## config.mk

```make
export PLATFORM = sky130hd
export DESIGN_NAME = music_player_mcu
export DESIGN_NICKNAME = d
export VERILOG_FILES = /design/src/rtl/music_player_pkg.sv /design/src/rtl/song_index_counter.sv /design/src/rtl/music_player_mcu.sv
export SDC_FILE = /design/constraint.sdc
export NUM_CORES = 1
export LEC_CHECK = 0
export CAP_MARGIN = 20
export CORE_MARGIN = 8
export CORE_UTILIZATION = 30
export DETAILED_ROUTE_END_ITERATION = 6
export HOLD_SLACK_MARGIN = 0.03
export SLEW_MARGIN = 25
export SYNTH_ARGS = -nofsm -noshare
export SYNTH_HDL_FRONTEND = slang
export SYNTH_SLANG_ARGS = --single-unit
```

## constraint.sdc

```tcl
create_clock -name clk -period 1.5 [get_ports clk]
set_input_delay 0.3 -clock clk [delete_from_list [all_inputs] [get_ports clk]]
set_output_delay 0.3 -clock clk [all_outputs]
set_load 0.01 [all_outputs]
```

## src/rtl/music_player_pkg.sv

```systemverilog
// -----------------------------------------------------------------------------
// music_player_pkg
// Shared definitions for the music player master control unit: the state
// width, the state codes driven onto the debug/LED `state` port, and a
// helper for the width of the flush (clear) counter.
// -----------------------------------------------------------------------------
package music_player_pkg;

  localparam int MCU_STATE_W = 2;

  localparam logic [MCU_STATE_W-1:0] MCU_PAUSED  = 2'd0;
  localparam logic [MCU_STATE_W-1:0] MCU_PLAYING = 2'd1;
  localparam logic [MCU_STATE_W-1:0] MCU_CLEAR   = 2'd2;

  // Counter must be able to hold the value CLEAR_CYCLES.
  function automatic int clear_cnt_width(input int clear_cycles);
    return (clear_cycles < 1) ? 1 : $clog2(clear_cycles + 1);
  endfunction

endpackage : music_player_pkg

```

## src/rtl/song_index_counter.sv

```systemverilog
// -----------------------------------------------------------------------------
// song_index_counter
// Modulo-NUM_SONGS up/down counter holding the current song index.
// Wraps NUM_SONGS-1 -> 0 on inc and 0 -> NUM_SONGS-1 on dec, which also holds
// when NUM_SONGS is smaller than 2**SONG_W.
//
// Ports:
//   clk    in   system clock
//   reset  in   synchronous active-low reset, clears the index to 0
//   inc    in   strobe: advance one song (takes precedence over dec)
//   dec    in   strobe: go back one song
//   song   out  current song index (registered)
// -----------------------------------------------------------------------------
module song_index_counter #(
  parameter int NUM_SONGS = 4,
  parameter int SONG_W    = 2
) (
  input  logic              clk,
  input  logic              reset,
  input  logic              inc,
  input  logic              dec,
  output logic [SONG_W-1:0] song
);

  localparam logic [SONG_W-1:0] LAST_SONG = SONG_W'(NUM_SONGS - 1);

  // NOTE: sequential state is written with non-blocking assignments only, so
  // every register samples pre-edge values regardless of block ordering.
  always_ff @(posedge clk) begin
    if (!reset) begin
      song <= '0;
    end else if (inc) begin
      song <= (song == LAST_SONG) ? '0 : song + 1'b1;
    end else if (dec) begin
      song <= (song == '0) ? LAST_SONG : song - 1'b1;
    end
  end

endmodule : song_index_counter

```

## src/rtl/music_player_mcu.sv

```systemverilog
// -----------------------------------------------------------------------------
// music_player_mcu
// Master control unit of the music player. Turns one-cycle button pulses into
// the play / reset_player / song controls for song_reader and reacts to the
// end-of-song pulse. Owns song selection, play/pause state and the flush
// (CLEAR) sequence run between songs.
//
// Ports:
//   clk           in   system clock
//   reset         in   synchronous active-low reset
//   play_button   in   pulse: toggle play/pause
//   next_button   in   pulse: next song
//   prev_button   in   pulse: previous song
//   autoplay      in   level: continue into the next song at end of song
//   song_done     in   pulse: current song finished
//   play          out  enable to song_reader (high only in PLAYING)
//   reset_player  out  flush of song_reader / note player (high only in CLEAR)
//   song          out  current song index
//   state         out  state code (0 PAUSED, 1 PLAYING, 2 CLEAR)
//
// All outputs come straight from registers; there is no combinational path
// from any input to any output.
// -----------------------------------------------------------------------------
module music_player_mcu
  import music_player_pkg::*;
#(
  parameter int NUM_SONGS    = 4,
  parameter int SONG_W       = 2,
  parameter int CLEAR_CYCLES = 2
) (
  input  logic                   clk,
  input  logic                   reset,
  input  logic                   play_button,
  input  logic                   next_button,
  input  logic                   prev_button,
  input  logic                   autoplay,
  input  logic                   song_done,
  output logic                   play,
  output logic                   reset_player,
  output logic [SONG_W-1:0]      song,
  output logic [MCU_STATE_W-1:0] state
);

  localparam int CNT_W = clear_cnt_width(CLEAR_CYCLES);
  localparam logic [CNT_W-1:0]  CNT_LAST  = CNT_W'(CLEAR_CYCLES - 1);
  localparam logic [SONG_W-1:0] LAST_SONG = SONG_W'(NUM_SONGS - 1);

  logic [MCU_STATE_W-1:0] state_q, state_d;
  logic                   resume_q, resume_d;
  logic [CNT_W-1:0]       clr_cnt_q;
  logic                   clear_done;
  logic                   song_inc, song_dec;

  // Last cycle of the flush: the counter has seen CLEAR_CYCLES-1 earlier
  // CLEAR cycles.
  assign clear_done = (clr_cnt_q == CNT_LAST);

  // ---------------------------------------------------------------------------
  // Next-state logic. The song index only moves on the edge that enters
  // CLEAR, so song_inc/song_dec are raised exactly on those transitions.
  // ---------------------------------------------------------------------------
  // NOTE: every signal assigned here gets a default first, so no path leaves
  // it unassigned and no latch is inferred.
  always_comb begin
    state_d  = state_q;
    resume_d = resume_q;
    song_inc = 1'b0;
    song_dec = 1'b0;
    case (state_q)
      MCU_PAUSED: begin
        if (next_button) begin
          song_inc = 1'b1;
          state_d  = MCU_CLEAR;
          resume_d = 1'b0;
        end else if (prev_button) begin
          song_dec = 1'b1;
          state_d  = MCU_CLEAR;
          resume_d = 1'b0;
        end else if (play_button) begin
          state_d = MCU_PLAYING;
        end
      end
      MCU_PLAYING: begin
        if (song_done) begin
          // Autoplay stops at the end of the album; the index still wraps.
          song_inc = 1'b1;
          state_d  = MCU_CLEAR;
          resume_d = autoplay && (song != LAST_SONG);
        end else if (next_button) begin
          song_inc = 1'b1;
          state_d  = MCU_CLEAR;
          resume_d = 1'b1;
        end else if (prev_button) begin
          song_dec = 1'b1;
          state_d  = MCU_CLEAR;
          resume_d = 1'b1;
        end else if (play_button) begin
          state_d = MCU_PAUSED;
        end
      end
      MCU_CLEAR: begin
        // Buttons and song_done are dropped while flushing.
        if (clear_done) begin
          state_d = resume_q ? MCU_PLAYING : MCU_PAUSED;
        end
      end
      default: begin
        // Illegal code: flush and come back paused.
        state_d  = MCU_CLEAR;
        resume_d = 1'b0;
      end
    endcase
  end

  always_ff @(posedge clk) begin
    if (!reset) begin
      state_q   <= MCU_CLEAR;
      resume_q  <= 1'b0;
      clr_cnt_q <= '0;
    end else begin
      state_q  <= state_d;
      resume_q <= resume_d;
      // Count only inside CLEAR; held at 0 everywhere else so every flush
      // starts from a clean count.
      if (state_q == MCU_CLEAR && !clear_done) begin
        clr_cnt_q <= clr_cnt_q + 1'b1;
      end else begin
        clr_cnt_q <= '0;
      end
    end
  end

  song_index_counter #(
    .NUM_SONGS (NUM_SONGS),
    .SONG_W    (SONG_W)
  ) u_song_index_counter (
    .clk   (clk),
    .reset (reset),
    .inc   (song_inc),
    .dec   (song_dec),
    .song  (song)
  );

  assign play         = (state_q == MCU_PLAYING);
  assign reset_player = (state_q == MCU_CLEAR);
  assign state        = state_q;

endmodule : music_player_mcu
```

---- Word-level counts from Yosys, hierarchy flattened ----
Index checks and enable logic that the tools add are counted.
W data, S select, Z words.
storage, ports and cells
  word-level logic and storage cells ...... 54
  register bits ........................... 7
  RAM bits ................................ 0
  output and inout bits ................... 6
  memories kept ........................... 0
  bits in latches ......................... 0
  input port bits ......................... 7
  ROM bits ................................ 0
cells by class
  shift-type cells ........................ 0
  magnitude comparators ................... 0
  muxes and demuxes ....................... 27
  div/mod/pow operators ................... 0
  reductions and logical operators ........ 9
  add/sub/neg operators ................... 3
  bitwise operators ....................... 1
  $mul .................................... 0
  eq/ne operators ......................... 10
operators by type and width
  kind                   count
  $mux W2                12
  $mux W1                11
  $ne A4 B4 Y1 const B   2
  $pmux W2 S3            1
  $reduce_and A3 Y1      2
  $ne A5 B5 Y1 const B   1
  $add A2 B1 Y2 const B  2
  $eq A2 B1 Y1 const B   2
  $eq A2 B2 Y1 const B   2
  $logic_not A2 Y1       2
  $pmux W1 S2            2
  $ne A3 B3 Y1 const B   1
  $pmux W1 S3            1
  $logic_and A1 B1 Y1    2
  $ne A2 B1 Y1 const B   1
  $ne A2 B2 Y1 const B   1
  $reduce_and A2 Y1      1
  $reduce_bool A2 Y1     1
  $sub A2 B1 Y2 const B  1
  $logic_not A1 Y1       1
  $not A1 Y1             1

---- Depth between registers and ports, before layout ----
Gate-level depths: netlist (run 1).
  depth in word-level cells ............... 6
  depth in mapped cells ................... 5
  mapped depth without buffers ............ 5

---- Hierarchy ----
A second synthesis (run 1) with hierarchy kept.
second synthesis, totals
  cells, all modules ...................... 42
  area total of the unflattened synthesis .. 356.6 µm²
modules (own cells, without submodules)
  module              cells an instance  sequential area each (µm²)  area an instance (µm²)  times used
  music_player_mcu    32                 100.1                       266.5                   1
  song_index_counter  10                 40.0                        90.1                    1

---- Worst setup path before layout (run 1) ----
Ideal clock, no wire load.
  path type ............................... register -> register
  from .................................... register u_song_index_counter.song[0]
  to ...................................... register u_song_index_counter.song[0]
  period minus slack after synthesis ...... 1.276 ns
  slack ................................... 0.224 ns
  cell stages (with the launch flop) ...... 4
  path buffers ............................ 0
  data required time ...................... 1.423 ns
  arrival ................................. 1.200 ns
  setup time .............................. 0.077 ns
  cells stage by stage .................... dfxtp_1 ha_1 or4_1 a41oi_2
on the way
  cells in the longest elaborated chain, start to end .. 4
  elaborated cells on any way between the ends .. 8
  classes of those cells .................. add/sub (2); eq/ne (1); mux (4); reduce/logical (1)
ends and longest elaborated chain
  element                                            line                      text
  start: declaration                                 song_index_counter.sv:22  output logic [SONG_W-1:0] song
  start signal: assignment                           song_index_counter.sv:33  song <= (song == LAST_SONG) ? '0 : song + 1'b1;
  start signal: assignment                           song_index_counter.sv:35  song <= (song == '0) ? LAST_SONG : song - 1'b1;
  $sub A2 B1 Y2 or $logic_not A2 Y1 (tied branches)  song_index_counter.sv:35
  $mux W2                                            song_index_counter.sv:35
  $mux W2                                            song_index_counter.sv:34  end else if (dec) begin
  $mux W2 *                                          song_index_counter.sv:32  end else if (inc) begin
Every way passes the cells marked *; elsewhere a longest branch is shown, timed or not. The select of a mux whose other input is x is not followed.
A chain may end at the register's enable or synchronous reset.

---- Worst setup path in the final report (run 1) ----
  from .................................... register state_q[1] (netlist: state[1])
  to ...................................... output reset_player
on the way
  cells in the longest elaborated chain, start to end .. 1
ends and longest elaborated chain
  element                   line                     text
  start: declaration        music_player_mcu.sv:48   logic [MCU_STATE_W-1:0] state_q, state_d;
  start signal: assignment  music_player_mcu.sv:121  state_q <= state_d;
  $eq A2 B2 Y1              music_player_mcu.sv:145  assign reset_player = (state_q == MCU_CLEAR);
  end: declaration          music_player_mcu.sv:39   output logic reset_player,
No other way between the ends.

==> impl_results.rst, run 1 <==
.. list-table::
   :header-rows: 1

   * - Metric
     - Value
   * - Result of the run
     - completed
   * - Hold Worst Slack
     - approximately 0.43 ns
   * - N_diodes
     - 0
   * - Chip width
     - between 50 and 60 µm
   * - Placeable Area
     - 0.00128 mm²
   * - Worst supply voltage drop on vdd
     - 0.457 mV
   * - Kind of end point of the critical path
     - output pin
   * - Final slew viol count
     - 0
   * - Hold path startpoint
     - clr_cnt_q[0]
   * - Warning count from the yosys run
     - 0
   * - Clk_skew
     - roughly 0.0010 ns
   * - Fraction of layout cells with a size suffix above 1
     - 0.292
   * - Number of gates resized after CTS
     - 8
   * - Critical path fanouts, max
     - 4
   * - Setup repair after global routing missed its margin
     - no
   * - Maximum root-to-sink buffer count
     - 2
   * - Overall global routing resource usage
     - 0.0901
   * - Power density normalized to cell area
     - between 900 and 1000 mW/mm²
   * - CTS tree
     - yes
   * - Drc violations
     - 0
   * - Mapped cell area
     - 403 µm²
   * - Final setup violation count
     - 0
   * - Die Area
     - 0.00277 mm²
   * - Root buffer cell
     - sky130_fd_sc_hd__clkbuf_4
   * - Initial Util
     - 0.314
   * - Unique cell type count in the Yosys netlist
     - 25
   * - Global-route wire length before repair
     - between 1500 and 2000 µm
   * - Cell count of the worst reg-to-reg path
     - 4
   * - MaxCap Viol Count
     - 0
   * - Initial antenna violation count
     - 0
   * - Violation count after the first detailed-routing iteration
     - 3
   * - Num Clock Sinks
     - 7
   * - Post-DR wirelength/cell
     - about 12 µm
   * - Minimum period implied by the final worst setup slack
     - approximately 1.4 ns
   * - Final instance area
     - ~650 µm²
   * - Ratio of final minimum period to clock period
     - 0.922
   * - Pin count of the biggest net entering global routing
     - 8
   * - Pre-antenna DRT Iters
     - 4
   * - I/O pins
     - 13
   * - Critical path data arrival time
     - 1.08 ns
   * - Actual transition at the worst max-transition pin
     - roughly 0.31 ns
   * - Placed Area
     - 627 µm²
   * - Via Count
     - slightly above 400
   * - Overall die height
     - approximately 53 µm
   * - Area Growth Syn to Fin
     - 62.1%
   * - Placement Rows
     - 13
   * - Number of endpoints with negative hold slack in the final report
     - 0
   * - Placer congestion estimate
     - about 0.77
   * - Maximum operating frequency
     - approximately 0.72 GHz
   * - Remaining antenna violation count
     - 0
   * - Number of global-route vias before repair
     - ~440
   * - Path class of the lowest-slack min-delay path
     - register to register
   * - Leakage power
     - slightly below 0.3 nW
   * - CTS H-tree depth
     - 1
   * - Fill cell instance count of the final layout
     - about 120
   * - Reg2Reg Capture Point
     - resume_q
   * - Vias per cell
     - ~4.7
   * - Setup slack on the worst flop-to-flop path
     - between 0.2 and 0.25 ns
   * - End point of the most critical hold path
     - clr_cnt_q[0]
   * - Beginning of the worst register-to-register path
     - u_song_index_counter.song[0]
   * - Remaining Overflow, GRT
     - 0
   * - Clock-pin transition on the worst setup and hold timing paths
     - about 0.050 ns
   * - Clock buffer count from CTS
     - 3
   * - Post-CTS setup buffers
     - 0
   * - Clock latency on the worst-skew pair
     - around 0.25 ns
   * - Number of input and output port buffers inserted
     - 12
   * - Net count after synthesis
     - 55
   * - Total wire length
     - ~1000 µm
   * - Remaining max-slew budget at the tightest pin
     - 0.792
   * - Mapped Cells
     - between 40 and 50
   * - Hold bufs inserted after CTS
     - 0
   * - Worst setup path class
     - register to output pin
   * - Post-synthesis sequential area ratio
     - 0.348
   * - Nature of the critical path startpoint
     - register
   * - Post-layout total power
     - between 0.0006 and 0.0007 W
   * - Synthesized area per cell
     - between 8 and 9 µm²
   * - Half-perimeter wire length after placement
     - ~850 µm
   * - Total Nets Final
     - 83
   * - Cell depth of the worst min-delay path
     - 1
   * - FF+latch count, synth
     - 7
   * - Required time at the worst-slack endpoint
     - 1.20 ns
report_power, final:
| group | leakage (nW) | internal (W) | switching (W) |
|---|---|---|---|
| sequential | 0.0577 | 0.000219 | 0.0000244 |
| combinational | 0.215 | 0.000123 | 0.0000974 |
| clock | 0.0150 | 0.000102 | 0.0000734 |
| total | 0.288 | 0.000443 | 0.000195 |
flip-flops by register name (all words and copies together), names as in the netlist:
register / count
u_song_index_counter.song: 2
clr_cnt_q: 2
resume_q: 1
state: 2
layout by cell type (no fill, tap or decap), types with 2 or more instances in the layout:
cell / instances
sky130_fd_sc_hd__nor2b_1: 2
sky130_fd_sc_hd__inv_1: 5
sky130_fd_sc_hd__ha_1: 3
sky130_fd_sc_hd__dfxtp_2: 3
sky130_fd_sc_hd__nand2b_1: 2
sky130_fd_sc_hd__nor2_1: 4
sky130_fd_sc_hd__clkdlybuf4s50_1: 6
sky130_fd_sc_hd__buf_4: 12
sky130_fd_sc_hd__clkbuf_4: 3
sky130_fd_sc_hd__nand2_1: 2
sky130_fd_sc_hd__nand3_1: 2
sky130_fd_sc_hd__dlygate4sd2_1: 5
sky130_fd_sc_hd__o31ai_1: 2
sky130_fd_sc_hd__dfxtp_1: 4
cells by family after synthesis:
kind of cell             after synthesis  share of synthesized area
AO/OA/AOI/OAI                         12                      0.252
multiplexers                           1                     0.0248
flip-flops                             7                      0.348
buffers and inverters                  6                     0.0590
adder cells (fa/ha/maj)                3                     0.0932
AND/OR/NAND/NOR                       16                      0.224
per-layer routing:
layer  part of all wire  global-route usage  wire [µm]  up-vias
met3              0.085              0.0369         88        2
met2               0.45               0.140        462       12
met1               0.46              0.0911        472      173
li1                   -                   -          -      223
met5                  0                   0          0        -
met4             0.0097              0.0776         10        0
stage by stage:
step | worst slack (ns) | setup TNS [ns] | std cells | utilization
3_3_place_gp | -0.114 | -0.408 | 83 | 0.488
5_1_grt | 0.0423 | 0 | 87 | 0.508
2_1_floorplan | 0.224 | 0 | 45 | -
3_5_place_dp | -0.134 | -0.436 | 83 | 0.488
6_report | 0.117 | 0 | 87 | 0.508
4_1_cts | 0.00265 | 0 | 87 | 0.506
worst max-delay path, cell delays in order (launching register included):
cell                            delay, ns
sky130_fd_sc_hd__dfxtp_2             0.36
sky130_fd_sc_hd__nor2b_1             0.18
sky130_fd_sc_hd__dlygate4sd2_1       0.29
area by class of cell:
type	instances	area, µm²	area share
timing repair buffer	24	206	0.316
inverter	5	18.8	0.0287
multi-input combinational	32	239	0.366
sequential	7	144	0.220
tap	15	18.8	0.0287
clock buffer	4	26.3	0.0402
worst max path at each step:
stage                                              end  slack [ns]                         start
final                                     reset_player        0.12                      state[1]
after global routing                          state[0]        0.04                     song_done
after CTS                                      song[0]       0.003  u_song_index_counter.song[0]
after detailed placement                      state[0]       -0.13                     song_done
after global placement                        state[0]       -0.11                     song_done
after floorplan           u_song_index_counter.song[0]        0.22  u_song_index_counter.song[0]
cells in the mapped netlist:
library cell / count / area [µm²]
sky130_fd_sc_hd__a31oi_1: 1 / 6.26
sky130_fd_sc_hd__a211oi_1: 1 / 7.51
sky130_fd_sc_hd__a21oi_1: 1 / 5.00
sky130_fd_sc_hd__a21o_2: 1 / 8.76
sky130_fd_sc_hd__dfxtp_1: 7 / 140
sky130_fd_sc_hd__ha_1: 3 / 37.5
sky130_fd_sc_hd__a2111oi_1: 1 / 10.0
sky130_fd_sc_hd__mux2i_1: 1 / 10.0
sky130_fd_sc_hd__nor2b_1: 2 / 12.5
sky130_fd_sc_hd__o31ai_1: 2 / 15.0
sky130_fd_sc_hd__nand2_1: 2 / 7.51
sky130_fd_sc_hd__o21ai_1: 1 / 5.00
sky130_fd_sc_hd__o211ai_1: 1 / 7.51
sky130_fd_sc_hd__nand2b_1: 2 / 12.5
sky130_fd_sc_hd__or4_1: 1 / 7.51
sky130_fd_sc_hd__a2111o_1: 1 / 11.3
sky130_fd_sc_hd__nand3_1: 2 / 10.0
sky130_fd_sc_hd__buf_2: 1 / 5.00
sky130_fd_sc_hd__nor2_1: 4 / 15.0
sky130_fd_sc_hd__a21oi_2: 1 / 8.76
sky130_fd_sc_hd__a41oi_2: 1 / 16.3
sky130_fd_sc_hd__nor4b_1: 1 / 8.76
sky130_fd_sc_hd__nand3b_1: 1 / 7.51
sky130_fd_sc_hd__nand4b_1: 1 / 8.76
sky130_fd_sc_hd__inv_1: 5 / 18.8
(Power assumes the default switching activity.)
==> inputs of run 2 (changes only) <==
Settings changed: CORE_AREA set to 8 8 45 47, CORE_MARGIN 8 to not set, CORE_UTILIZATION 30 to not set, DIE_AREA set to 0 0 53 55, SYNTH_HIERARCHICAL set to 1.
==> run 2 against run 1 <==
  * Power is 17% higher
  * Fmax is 7.1% lower
  * Non-clock buffer count decreased by 4
  * Highest routed layer unchanged
  * Largest cell class unchanged
  * Count of clock-buffer cells in the layout is the same
==> impl_results.rst, run 2 <==
.. list-table::
   :header-rows: 1

   * - Metric
     - Value
   * - Synthesized area per cell
     - 8.49 µm² (-5.2%)
   * - Placement Rows
     - 14 (+1)
   * - Pre-antenna DRT Iters
     - 3 (-1)
   * - Critical path data arrival time
     - 1.64 ns (+0.56 ns)
   * - Worst setup path startpoint
     - state[0]
   * - Hold bufs inserted after CTS
     - 0 (unchanged)
   * - Overall die height
     - 55 µm (+4.5%)
   * - Remaining Overflow, GRT
     - 0 (unchanged)
   * - Number of input and output port buffers inserted
     - 12 (unchanged)
   * - Final Instance Count excl. Fillers
     - 82 (-5.7%)
   * - Clock buffer count from CTS
     - 3 (unchanged)
   * - Number of enable-type register cells in the synthesized netlist
     - 0 (unchanged)
   * - Actual transition at the worst max-transition pin
     - 0.292 ns (-0.0184 ns)
   * - Violation count after the first detailed-routing iteration
     - 2 (-1)
   * - Overall global routing resource usage
     - 0.0776 (-0.0125)
   * - Root buffer cell
     - sky130_fd_sc_hd__clkbuf_4
   * - Placed Area
     - 549 µm² (-12%)
   * - Mapped Cells
     - 42 (-6.7%)
   * - Area of the multi-input gates
     - 213 µm² (-11%)
   * - Count of buffering cells on the critical path with inverters included
     - 0 (-1)
   * - Maximum operating frequency
     - 0.672 GHz (-7.1%)
   * - Area share of the largest cell type after synthesis
     - 0.393 (+0.0452)
   * - Largest cells by area after synthesis
     - sky130_fd_sc_hd__dfxtp_1 (39%), sky130_fd_sc_hd__o21ai_0 (5.6%), sky130_fd_sc_hd__nor2b_1 (5.3%), sky130_fd_sc_hd__or3b_1 (4.9%), sky130_fd_sc_hd__nor2_1 (4.2%)
   * - Remaining max-slew budget at the tightest pin
     - 0.803 (+0.0115)
   * - Hold path startpoint
     - clr_cnt_q[0]
   * - Fill cell instance count of the final layout
     - 152 (+24%)
   * - Setup TNS
     - 0 ns (unchanged)
   * - Gr busiest metal
     - met2
   * - Clock-pin transition on the worst setup and hold timing paths
     - 0.06 ns (about the same)
   * - Total instance count after detailed placement
     - 77 (-7.2%)
   * - GR Util met1
     - 0.0775 (-0.0135)
   * - Minimum period implied by the final worst setup slack
     - 1.49 ns (+0.105 ns)
   * - Via Count
     - 379 (-7.6%)
   * - Delay-heaviest family, CP
     - simple AND/OR/NAND/NOR gates
   * - Kind of end point of the critical path
     - register
   * - CTS tree
     - yes
   * - Total wire length
     - 976 µm (-5.7%)
   * - Leading cell type by number of instances after synthesis
     - sky130_fd_sc_hd__dfxtp_1
   * - Worst setup path class
     - register to register
   * - Fraction of layout cells with a size suffix above 1
     - 0.227 (-0.0644)
   * - Unique cell type count in the Yosys netlist
     - 22 (-12%)
   * - Die Area
     - 0.00292 mm² (+5.2%)
   * - Leading area contributor after synthesis
     - sky130_fd_sc_hd__dfxtp_1
   * - Post-synthesis sequential area ratio
     - 0.393 (+0.0452)
   * - Cell count of the worst reg-to-reg path
     - 5 (+1)
   * - Critical path fanouts, max
     - 5 (+1)
   * - Final setup violation count
     - 0 (unchanged)
   * - Net count after synthesis
     - 50 (-9.1%)
   * - Power density normalized to cell area
     - 1270 mW/mm² (+30%)
   * - Chip width
     - 53 µm (+0.67%)
   * - Reg2Reg Capture Point
     - u_song_index_counter/song[1]
   * - FF+latch count, synth
     - 7 (unchanged)
   * - Clock latency on the worst-skew pair
     - 0.25 ns (about the same)
   * - Initial Util
     - 0.258 (-0.0558)
   * - Setup slack on the worst flop-to-flop path
     - 0.01 ns (-0.21 ns)
   * - Global-route wire length before repair
     - 1660 µm (-9.8%)
   * - Number of endpoints with negative hold slack in the final report
     - 0 (unchanged)
   * - Half-perimeter wire length after placement
     - 768 µm (-9.7%)
   * - Hold Worst Slack
     - 0.422 ns (-0.00489 ns)
   * - Path class of the lowest-slack min-delay path
     - register to register
   * - Met3 usage in global routing
     - 0.0241 (-0.0129)
   * - End point of the most critical hold path
     - clr_cnt_q[0]
   * - Clk_skew
     - 0.00374 ns (+0.00271 ns)
   * - Post-DR wirelength/cell
     - 11.9 µm (about the same)
   * - Cell depth of the worst min-delay path
     - 1 (unchanged)
   * - Placer congestion estimate
     - 0.707 (-7.7%)
   * - Warning count from the yosys run
     - 6 (+6)
   * - Result of the run
     - completed
   * - Number of global-route vias before repair
     - 395 (-10%)
   * - MaxCap Viol Count
     - 0 (unchanged)
   * - Share of flip-flops with an asynchronous set or reset after synthesis
     - 0 (unchanged)
   * - Pin count of the biggest net entering global routing
     - 9 (+1)
   * - Vias per cell
     - 4.62 (-1.9%)
   * - Worst-path cell with the longest stage delay
     - sky130_fd_sc_hd__dfxtp_4
   * - Top post-synthesis cells by count
     - sky130_fd_sc_hd__dfxtp_1 (7), sky130_fd_sc_hd__nor2_1 (4), sky130_fd_sc_hd__o21ai_0 (4)
   * - Final instance area
     - 588 µm² (-10%)
   * - Worst supply voltage drop on vdd
     - 0.456 mV (-0.31%)
   * - Initial antenna violation count
     - 0 (unchanged)
   * - Drc violations
     - 0 (unchanged)
   * - Required time at the worst-slack endpoint
     - 1.65 ns (+0.45 ns)
   * - Cell breakdown of the critical path
     - a21oi_4 -> and3b_1 -> or3b_1 -> and3_1 -> o21a_1
   * - Ratio of final minimum period to clock period
     - 0.992 (+0.0702)
   * - Mapped cell area
     - 357 µm² (-11%)
   * - Maximum root-to-sink buffer count
     - 2 (unchanged)
   * - Register area
     - 145 µm² (+0.87%)
   * - N_diodes
     - 0 (unchanged)
   * - CTS H-tree depth
     - 1 (unchanged)
   * - Placeable Area
     - 0.00138 mm² (+7.7%)
   * - I/O pins
     - 13 (unchanged)
   * - Stage delay of the slowest cell on the critical path
     - 0.36 ns (about the same)
   * - Met2 global-route usage
     - 0.131 (-0.00946)
   * - Setup repair after global routing missed its margin
     - yes
   * - Final slew viol count
     - 0 (unchanged)
   * - Area Growth Syn to Fin
     - 64.9%
   * - Num Clock Sinks
     - 7 (unchanged)
   * - Post-synth top flop
     - sky130_fd_sc_hd__dfxtp_1
   * - Total Nets Final
     - 75 (-9.6%)
   * - Highest-count cells in the layout ignoring fill and taps
     - sky130_fd_sc_hd__dlygate4sd2_1 (8), sky130_fd_sc_hd__buf_4 (8), sky130_fd_sc_hd__dfxtp_1 (5)
   * - Remaining antenna violation count
     - 0 (unchanged)
   * - Post-layout utilization of the core
     - 0.425 (-0.0833)
   * - Nature of the critical path startpoint
     - register
   * - Leakage power
     - 0.277 nW (-3.8%)
   * - Beginning of the worst register-to-register path
     - state[0]
-- run 2: area by class of cell --
| cell class | count | area share |
|---|---|---|
| Tap cell | 16 | 0.0340 |
| Timing Repair Buffer | 20 | 0.294 |
| Sequential cell | 7 | 0.247 |
| Multi-Input combinational cell | 32 | 0.362 |
| Clock buffer | 4 | 0.0447 |
| Inverter | 3 | 0.0191 |
-- run 2: repair_timing --
action | in CTS | in global routing
pin swaps | 2 | 2
gates resized for setup | 10 | 3
setup endpoints to repair | 6 | 2
buffers inserted | 1 | 0
gates cloned | 0 | 0
-- run 2: routing by layer --
layer  part of all wire  wire [µm]  up-vias
met5                  0          0        -
li1                   -          -      197
met3              0.077         75        2
met1               0.45        436      170
met2               0.45        443       10
met4              0.019         19        0
-- run 2: logic make-up after synthesis --
kind of cell	count (synthesis)	share of synthesized area
fa+ha+maj	1	0.0351
mux	1	0.0281
buf+inv	3	0.0316
simple gates	20	0.340
compound gates	10	0.172
flops	7	0.393
-- run 2: power breakdown --
| group | total, W | leakage, nW | internal, W | switching, W |
|---|---|---|---|---|
| Sequential | 0.000286 | 0.0576 | 0.000239 | 0.0000469 |
| Clock | 0.000175 | 0.0150 | 0.000102 | 0.0000734 |
| Combinational | 0.000288 | 0.205 | 0.000161 | 0.000127 |
-- run 2: worst max-delay path by stage --
stage / slack [ns] / end / depth (start not counted)
2_1_floorplan: 0.01 / u_song_index_counter/song[1] / 5
3_3_place_gp: -0.42 / u_song_index_counter/song[1] / 6
3_5_place_dp: -0.44 / u_song_index_counter/song[1] / 6
4_1_cts: 0.002 / u_song_index_counter/song[1] / 5
5_1_grt: -0.05 / u_song_index_counter/song[1] / 5
6_report: 0.01 / u_song_index_counter/song[1] / 5
-- run 2: through the flow --
step	total power [W]	worst slack (ns)
2_1_floorplan	0.000430	0.0143
3_3_place_gp	0.000589	-0.417
3_5_place_dp	0.000600	-0.436
4_1_cts	0.000762	0.00194
5_1_grt	0.000817	-0.0471
6_report	0.000749	0.0120
==> variant 1 (flow settings as in run 2) <==
Register the output `state` once more, cleared by the reset; this adds one clock of latency there. The other outputs are not delayed to match.
--- a/src/rtl/music_player_mcu.sv
+++ b/src/rtl/music_player_mcu.sv
@@ -143,6 +143,12 @@
 
   assign play         = (state_q == MCU_PLAYING);
   assign reset_player = (state_q == MCU_CLEAR);
-  assign state        = state_q;
+  always_ff @(posedge clk) begin
+    if (!reset) begin
+      state <= '0;
+    end else begin
+      state <= state_q;
+    end
+  end
 
 endmodule : music_player_mcu
Function: changed (Yosys sat finds a counterexample within 4 cycles, from zero or initial values and one cycle with reset low).
==> variant 1 against run 2 <==
  * Synthesized cell count rose by 17%
  * Synthesized area grew 20%
  * Worst setup slack worse by 6.2 ps
  * Total power up 22%
  * Routed wire length up 5.7%
  * Largest cell class unchanged
  * Cell area rose by 11%
  * First-iteration DRC count rose to 5.5 times the old value
  * Sequential cell count is 2 higher
  * Sequential share of layout area increased by 3.7 points
  * Utilization up 4.6 points
  * Global-route usage rose by 0.78 points
==> variant 1: results (changes against run 2) <==
Top area cells in the synthesized netlist - dfxtp_1 42%, nor2_1 5.2%, o21ai_0 4.7%, nor3_1 3.5%, a221oi_2 3.5%
Most frequent cells after synthesis - 9 x dfxtp_1, 6 x nor2_1, 4 x o21ai_0, 3 x nor3_1
Reg2Reg Setup Slack - 30 ps (+20 ps)
Seq pwr - 363 uW (+27%)
Vias in the first global route - 404 (+2.3%)
Vias - 441 (+16%)
Clock Skew - 3.37 ps (-0.369 ps)
Final Wtd Congestion - 0.796 (+13%)
Sequential fraction of the synthesis area - 42.0% (+2.7 points)
Drt first pass iters - 4 (+1)
VDD IR-drop max - 0.664 mV (+46%)
Distinct cell type count after synthesis - 27 (+23%)
P_sw - 303 uW (+22%)
Met3 usage - 4.55% (+2.1 points)
Outcome - finished clean
Nets - 81 (+8.0%)
Met1 Track Usage GR - 8.40% (+0.65 points)
Crit-path max FO - 3 (-2)
DR iter-0 viols - 11 (+9)
GRT Total Usage - 8.54% (+0.78 points)
Worst Path Arrival - 1660 ps (+20 ps)
R2r startpoint - state_q[0]
Layout cell share with drive strength beyond 1 - 23.6% (+0.88 points)
Mapped Cells - 49 (+17%)
Met1 Wirelength - 431 um (-1.1%)
Leak pwr - 0.000281 uW (+1.3%)
Slew @ Worst Pin - 270 ps (-22.2 ps)
Met3 wire len - 103 um (+37%)
WL/cell - 11.7 um (-1.5%)
Num CTS Buffers - 3 (unchanged)
Largest net degree at the start of global routing - 7 (-2)
Post-cts sizing count - 9 (-1)
Non-filler cells, final - 88 (+7.3%)
## variant 1: changes by cell type after synthesis, moves of 2 or more
cell,run 2,this run
nand2_1,3,1
dfxtp_1,7,9
nor2b_1,3,0
nor2_1,4,6
nor3_1,0,3
## variant 1: cells by family after synthesis
family	share of synthesized area, %
buffers and inverters	3.79
flip-flops	42.0
AO/OA/AOI/OAI	23.6
adder cells (fa/ha/maj)	2.91
AND/OR/NAND/NOR	27.7
## variant 1: critical path, stage by stage
cell	delay (ps)
clkdlybuf4s50_1	480
and3b_1	180
or3b_1	360
and3_1	190
o21a_1	150
## variant 1: metrics by stage
step	total power (uW)	instance area [um2]	setup slack, ps
3_3_place_gp	734	624	-378
4_1_cts	921	649	2.40
2_1_floorplan	549	429	21.0
5_1_grt	987	652	-49.9
3_5_place_dp	738	624	-415
6_report	910	652	5.87
## variant 1: area by class of cell
type,count,area [um2]
multi-input combinational,36,236
timing repair buffer,20,173
inverter,3,11.3
sequential,9,185
clock buffer,4,26.3
fill,143,732
tap,16,20.0
==> variant 2 (settings of run 2) <==
Without the edit above. The parameter `CLEAR_CYCLES` goes from 2 to 1.
--- a/src/rtl/music_player_mcu.sv
+++ b/src/rtl/music_player_mcu.sv
@@ -26,7 +26,7 @@
 #(
   parameter int NUM_SONGS    = 4,
   parameter int SONG_W       = 2,
-  parameter int CLEAR_CYCLES = 2
+  parameter int CLEAR_CYCLES = 1
 ) (
   input  logic                   clk,
   input  logic                   reset,
Formal check against the unedited RTL: not equivalent (Yosys sat finds a counterexample within 4 cycles, from zero or initial values and one cycle with reset low).
==> variant 2 against run 2 <==
  * Routed wire length is the same
  * Final cell count shrank 6.1%
  * Critical endpoint unchanged
  * Synthesized cell count shrank 17%
  * Worst setup slack gained 18 ps
  * Synthesized area shrank 10%
  * Count of clock-buffer cells in the layout shrank 1
  * Hold slack gained 80 ps
  * Largest cell class unchanged
  * Cell area shrank 1.3%
  * Sequential cell count shrank 1
Power is not compared: it rests on default switching activity, and its combinational part moved more than twofold at a synthesized area within 25%.
==> variant 2: results (changes against run 2) <==
Outcome - finished clean
Nets - 70 (-6.7%)
DR iter-0 viols - 3 (+1)
GRT Total Usage - 7.16% (-0.60 points)
Placed wire-length estimate - 758 um (-1.3%)
Worst setup margin - 30.3 ps (+18.3 ps)
Area grow syn2layout - 81.3%
Worst hold margin - 502 ps (+79.7 ps)
Repair and plain buffers - 23 (+15%)
Clock Skew - 4.11 ps (+0.372 ps)
Final Wtd Congestion - 0.739 (+4.4%)
Sequential fraction of the synthesis area - 37.5% (-1.8 points)
Count of multi-input gates - 26 (-19%)
Top area cells in the synthesized netlist - dfxtp_1 38%, a2111oi_4 8.6%, o21ai_0 4.7%, o31ai_1 4.7%, and3_1 3.9%
Worst Hold End - state[1]
Initial core utilization - 23.1% (-2.6 points)
Post-cts sizing count - 9 (-1)
Post-Syn Nets - 42 (-16%)
Worst hold stages - 2 (+1)
Mean Syn Cell Area - 9.15 um2 (+7.8%)
Hold path startpoint - clr_cnt_q
Clk tree area frac - 3.88% (-0.59 points)
Fraction of area in registers - 21.6% (-3.1 points)
Most frequent cells after synthesis - 6 x dfxtp_1, 3 x inv_1, 3 x o21ai_0
WL/cell - 12.7 um (+6.5%)
Worst slack, placed - -429 ps (+6.49 ps)
Fill cell count - 146 (-3.9%)
Layout cell share with drive strength beyond 1 - 37.7% (+15 points)
Layout non-clock buf frac - 34.3% (+4.9 points)
Worst Path Arrival - 1610 ps (-30 ps)
Vias - 355 (-6.3%)
Largest net degree at the start of global routing - 7 (-2)
First-pass GRT wire length - 1540 um (-7.1%)
Fraction of area in multi-input gates - 34.9% (-1.3 points)
[variant 2: logic make-up after synthesis]
family	Yosys count	share of synthesized area (%)
flops	6	37.5
buf+inv	3	3.52
simple gates	13	27.0
compound gates	12	30.9
other cells	1	1.17
[variant 2: per-layer routing]
layer	share of wire, %	up-vias	track usage, %	routed length, um
met5	0	-	0	0
met4	0	0	0	0
met3	10	0	5.61	99
met2	47	12	12.7	454
met1	43	162	6.84	423
li1	-	181	-	-
[variant 2: worst max-delay path: stages, from the launching register on]
cell and delay (ps):
dfxtp_4 340, a21oi_2 140, and3b_1 190, or3b_4 380, and3_4 170, o21a_1 150
[variant 2: where the power goes]
group / switching, uW / internal, uW / total (uW) / leakage, uW
Combinational: 33.7 / 51.8 / 85.6 / 0.000224
Sequential: 7.62 / 166 / 174 / 0.0000497
Clock: 60.8 / 90.7 / 152 / 0.0000138
Total: 102 / 309 / 411 / 0.000288
